## src/rtl/nibbler_ram_arbiter.sv

```systemverilog
// nibbler_ram_arbiter: shares the 4K x 4 data RAM between the CPU (zero-latency pass-through) and a debug port.
// Define NIB_ARB_WRPROT_EN to reject debug writes below PROT_LIMIT (flagged on dbgErr).
module nibbler_ram_arbiter #(
    parameter int          STARVE_W     = 3,
    parameter int          STARVE_LIMIT = 4,
    parameter logic [11:0] PROT_LIMIT   = 12'h100
) (
    input  logic        clk,
    input  logic        reset,
    input  logic        cpuReq,
    input  logic        cpuWe,
    input  logic [11:0] cpuAddr,
    input  logic [3:0]  cpuWdata,
    output logic [3:0]  cpuRdata,
    output logic        cpuStall,
    input  logic        dbgReq,
    input  logic        dbgWe,
    input  logic [11:0] dbgAddr,
    input  logic [3:0]  dbgWdata,
    output logic        dbgAck,
    output logic [3:0]  dbgRdata,
    output logic        dbgErr,
    output logic        ramCs,
    output logic        ramWe,
    output logic [11:0] ramAddr,
    output logic [3:0]  ramWdata,
    input  logic [3:0]  ramRdata
);
    typedef enum logic [2:0] {IDLE, D_SETUP, D_STROBE, D_ACK, D_WAIT} state_t;
`ifdef NIB_ARB_WRPROT_EN
    localparam bit WRPROT = 1'b1;
`else
    localparam bit WRPROT = 1'b0;
`endif
    localparam logic [STARVE_W-1:0] LIMIT = STARVE_W'(STARVE_LIMIT);
    state_t state, state_nx;
    logic [STARVE_W-1:0] starve, starve_nx;
    logic [11:0] addr_q;
    logic [3:0] wdata_q;
    logic we_q, prot_q, prot, forced, grant;
    assign prot = WRPROT && dbgWe && (dbgAddr < PROT_LIMIT);
    assign forced = (state == IDLE) && dbgReq && cpuReq && (starve >= LIMIT);
    assign grant = (state == IDLE) && dbgReq && (!cpuReq || forced);
    assign dbgAck = (state == D_ACK);
    assign dbgErr = dbgAck && prot_q;
    assign cpuRdata = ramRdata;
    always_comb begin
        state_nx = state;
        starve_nx = starve;
        ramCs = cpuReq;
        ramWe = cpuWe;
        ramAddr = cpuAddr;
        ramWdata = cpuWdata;
        cpuStall = 1'b0;
        case (state)
            IDLE: begin
                if (grant) begin
                    state_nx = D_SETUP;
                    starve_nx = '0;
                end else if (dbgReq && cpuReq) begin
                    starve_nx = (starve == '1) ? starve : starve + 1'b1;
                end
                if (forced) begin
                    ramCs = 1'b0;
                    ramWe = 1'b0;
                    ramAddr = '0;
                    ramWdata = '0;
                    cpuStall = 1'b1;
                end
            end
            D_SETUP: begin
                ramCs = 1'b1;
                ramWe = 1'b0;
                ramAddr = addr_q;
                ramWdata = wdata_q;
                cpuStall = cpuReq;
                state_nx = D_STROBE;
            end
            D_STROBE: begin
                ramCs = !prot_q;
                ramWe = we_q && !prot_q;
                ramAddr = addr_q;
                ramWdata = wdata_q;
                cpuStall = cpuReq;
                state_nx = D_ACK;
            end
            D_ACK: state_nx = D_WAIT;
            D_WAIT: state_nx = dbgReq ? D_WAIT : IDLE;
            default: state_nx = IDLE;
        endcase
    end
    always_ff @(posedge clk or posedge reset) begin
        if (reset) begin
            state <= IDLE;
            starve <= '0;
            dbgRdata <= '0;
            addr_q <= '0;
            wdata_q <= '0;
            we_q <= 1'b0;
            prot_q <= 1'b0;
        end else begin
            state <= state_nx;
            starve <= starve_nx;
            if (grant) begin
                addr_q <= dbgAddr;
                wdata_q <= dbgWdata;
                we_q <= dbgWe;
                prot_q <= prot;
            end
            // a rejected write leaves the last captured read data visible
            if (state == D_STROBE && !prot_q)
                dbgRdata <= ramRdata;
        end
    end
endmodule

```

## config.mk

```make
export PLATFORM = sky130hd
export DESIGN_NAME = nibbler_ram_arbiter
export DESIGN_NICKNAME = d
export VERILOG_FILES = /design/src/rtl/nibbler_ram_arbiter.sv
export SDC_FILE = /design/constraint.sdc
export NUM_CORES = 1
export LEC_CHECK = 0
export CORE_MARGIN = 1.5
export CORE_UTILIZATION = 44
export DETAILED_ROUTE_END_ITERATION = 8
export GPL_TIMING_DRIVEN = 0
export PLACE_DENSITY = 0.82
export SLEW_MARGIN = 10
export SYNTH_ARGS = -nofsm -noshare
export SYNTH_HDL_FRONTEND = slang
export SYNTH_SLANG_ARGS = --single-unit
```

## constraint.sdc

```tcl
create_clock -name clk -period 3.41 [get_ports clk]
set_clock_uncertainty 0.05 [all_clocks]
set_input_delay 0.5115 -clock clk [delete_from_list [all_inputs] [get_ports clk]]
set_output_delay 0.5115 -clock clk [all_outputs]
set_load 0.05 [all_outputs]
```

# Yosys cells after proc, flatten, opt, wreduce, memory -nomap -nowiden
# Index checks and enable logic that the tools add are counted.
# word_totals
inputBits	42
out_inout_bits	29
wordCells	42
register_bits	27
# op_classes
reduce_logical	11
muxes	16
n_eq_ne	7
add_sub_neg	1
n_lt_le_gt_ge	1
# ops
cell	n
$pmux 12 s2	1
$mux 3	5
$pmux 3 s5	1
$mux 12	1
$pmux 4 s2	1
$eq 3x2->1 const B	2
$eq 3x3->1 const B	2
$logic_and 1x1->1	5
$mux 4	1
$ne 2x2->1 const B	2
$pmux 1 s2	2
$add 3x1->3 const B	1
$eq 3x1->1 const B	1
$ge 3x3->1 const B	1
$logic_not 3->1	1
$mux 1	3
$pmux 1 s3	1
$reduce_and 3->1	1
$reduce_bool 2->1	1
$reduce_or 2->1	1
$logic_not 1->1	1
$logic_or 1x1->1	1

# Depth between registers and ports, before layout
# logic_depth
word_depth	8
ltp_mapped	7
depth_no_buf	4

# Least setup slack after synthesis
# No wires, ideal clock.
# synth_path
kind	register to output
start	register state[0]
end	output ramCs
stages_incl_launch_ff	4
slack_ns	1.058
t_required_ns	2.849
arrival_ns	1.791
path_buffers	1
path_cell_list	dfrtp_1 buf_2 xnor2_1 o21ai_0
# synth_via
elab_chain_len	6
elab_cells_between_ends	9
classes_between	2 x eq/ne; 2 x mux; 5 x reduce/logical
# synth_rtl
item	line	text
from (decl)	36	state_t state, state_nx;
from (signal assigned)	102	state <= state_nx;
$logic_not 3->1	42, 55	
$logic_and 1x1->1 (3 in series)	42	assign forced = (state == IDLE) && dbgReq && cpuReq && (starve >= LIMIT);
$mux 1	63	if (forced) begin
$pmux 1 s2 *	55	case (state)
to (decl)	23	output logic ramCs,
# Mark *: on every way between the ends. The rest lies on a longest branch, timed or not.

# Worst setup path after layout
# layout_path
start	input dbgReq
end	output ramAddr[0]
# layout_via
elab_chain_len	5
# layout_rtl
item	line	text
from (decl)	16	input logic dbgReq,
$logic_and 1x1->1 (3 in series)	42	
$mux 12	63	
$pmux 12 s2	55	
to (decl)	25	output logic [11:0] ramAddr,
# No other way between the ends.

==> results.cfg <==
[clock_network]
htreeDepth = 1
cts_tree = built
insertion_delay_ns = 0.31
clock_sinks = 27
cts.clk_slew.worst_paths_ns = 0.14
clock_path_buffers = 2
clockRootBuffer = clkbuf_4
holdBufCountCts = 0
cts_made_buffers = 3

[layout]
multi_input_area_sq_um = 722
stdcell_count = 242
n_antenna_cell = 0
syn_to_final_growth_pct = 49.9
layout_commonest_cell = clkdlybuf4s50_1
fin_util_pct = 68.8
nFillCells = 266
final-seq-area_sq_um = 676
layout.cells.most_common_list = clkdlybuf4s50_1, dfrtp_1, mux2_2
layout-drive-gt1-share_pct = 23.0
nets = 241

[setup_path]
cp_common_cell = clkdlybuf4s50_1
startpoint = dbgReq
path_buf_inv = 3
critPathCaptureType = output pin
arrival_ns = 2.76
crit_fanout = 7
crit_chain = clkdlybuf4s50_1 > a311oi_1 > or2_2 > clkbuf_1 > a221o_1 > clkdlybuf4s50_1
slowest_delay_ns = 0.80
startpoint_type = input pin
crit_type = input pin to output pin
critPathTopFamily = buffers and inverters
critical_path_required_ns = 2.85
timing.rr.start = state[1]$_DFFE_PP0P_
slowest_stage = clkdlybuf4s50_1

[synth]
synth_cells = 123
synth_edf_count = 0
ys_seq_elements = 27
synthFlopType = dfrtp_1
async_flop_share_pct = 100
synth_mux_area_share_pct = 18.5
syn_area_sq_um = 1530
synth-compound-area-share_pct = 18.7
syn_area_per_cell_sq_um = 12.5
yosysWarnings = 0
yosys.area_share.xor_xnor_pct = 0.571
yosysSeqAreaShare_pct = 44.1
synthSimpleGateAreaFrac_pct = 7.43
ys_types = 34
synth_top_family_by_area = compound AO/OA/AOI/OAI gates
synth_adder_area_share_pct = 1.63
synth_nets = 167

[global_routing]
busiest_layer = met2
grt-ovfl-total = 0
grtUsageTotal_pct = 20.1
grt_pass1_wl_mm = 5.72
antenna_found_initial = 0
grt_max_degree = 28
met2_usage_pct = 33.5
met1_usage_pct = 26.4
grt_pass1_vias = 1303
met3_usage_pct = 2.90

[drt]
vias = 1302
wire_per_inst_um = 14.8
dr.pass1.iters = 4
ant_nets = 0
drc = 0
viasPerCell = 5.38
routed_wl_mm = 3.58
drt_iter0_drc = 50

[place]
port_buffers = 69
dp_cells = 238
place_congestion = 0.825
dp_hpwl_mm = 2.95

[die]
ioPinCount = 71
core_region_area_sq_um = 3340
start_util_pct = 45.9
rows = 21
die_area_sq_um = 3850
die_w_um = 62.0
die_y_um = 62.0

[hold_path]
holdCritPathClass = register to register
min-delay-start = starve[0]$_DFFE_PP0P_

[sta]
maxSlewViolCount = 0
period_needed_ns = 3.32
finalCritPeriodShare_pct = 97.3
grt_setup_unrepaired = no
clock.fmax_ghz = 0.302
tightest_slew_ns = 0.984
report.final.setup_viol = 0
hold_viol_final = 0
hold_ws_ns = 0.454
max_slew_margin_pct = 34.3
finalSetupTns_ns = 0

[flow_run]
maxCapViolations = 0

[status]
status = finished, final reports clean
through the flow:
stage                     setup slack (ns)  instance area [sq um]
final                               0.0933                   2300
after CTS                           0.0351                   2300
after floorplan                       1.06                   1530
after global routing                0.0223                   2300
after detailed placement           -0.0409                   2280
after global placement              0.0365                   2280
kinds of logic (layout without fill, tap and decap cells):
| kind of cell | count (synthesis) | after routing |
|---|---|---|
| flops | 27 | 27 |
| other cells | 1 | 1 |
| xor+xnor | 1 | 1 |
| simple gates | 17 | 17 |
| compound gates | 33 | 33 |
| mux | 22 | 22 |
| fa+ha+maj | 2 | 2 |
| buf+inv | 20 | 93 |
sequential cells by signal, indices dropped and copies added (netlist names):
name	cells
addr_q	12
dbgRdata	4
wdata_q	4
starve	3
state	3
we_q	1
per-layer routing:
metal	wire [um]	share of wire (%)
met4	74	2.1
met3	220	6.1
met1	1490	42
met5	0	0
met2	1790	50
cell type report:
class | instances | area share [%]
multi-input combinational | 76 | 31.4
timing repair buffer | 69 | 29.5
sequential | 27 | 29.4
buffer | 16 | 5.28
tap | 46 | 2.51
clock buffer | 3 | 0.980
inverter | 4 | 0.654
clock inverter | 1 | 0.218
path summary, 6_finish.rpt:
kind                                                to  slack [ns]  cells after the start
min in group asynchronous       addr_q[10]$_DFFE_PP0N_        0.66                      2
worst min-delay path             starve[0]$_DFFE_PP0P_        0.45                      1
worst max register to register   addr_q[4]$_DFFE_PP0N_        1.35                      7
worst max-delay path                        ramAddr[0]        0.09                      6
worst min register to register   starve[0]$_DFFE_PP0P_        0.45                      1
max in group asynchronous       wdata_q[1]$_DFFE_PP0N_        2.06                      2
cell usage after synthesis (3+ instances only):
| master | count | area share (%) |
|---|---|---|
| a32o_1 | 8 | 5.2 |
| mux2_2 | 11 | 8.1 |
| mux2_4 | 10 | 9.8 |
| buf_6 | 3 | 2.2 |
| inv_1 | 4 | 0.98 |
| clkbuf_1 | 5 | 1.2 |
| a221o_1 | 6 | 3.9 |
| nor2_1 | 6 | 1.5 |
| a22o_1 | 10 | 5.7 |
| dfrtp_1 | 27 | 44 |
| buf_4 | 5 | 2.4 |
timing repair:
item / 4_1_cts / 5_1_grt
setup endpoints to repair: 10 / 1
gates resized for setup: 10 / 2
setup buffers: 0 / 0
Power is left out: the tool's default activity adds up to more than one toggle a clock period on the data nets, which glitch-free logic cannot reach.
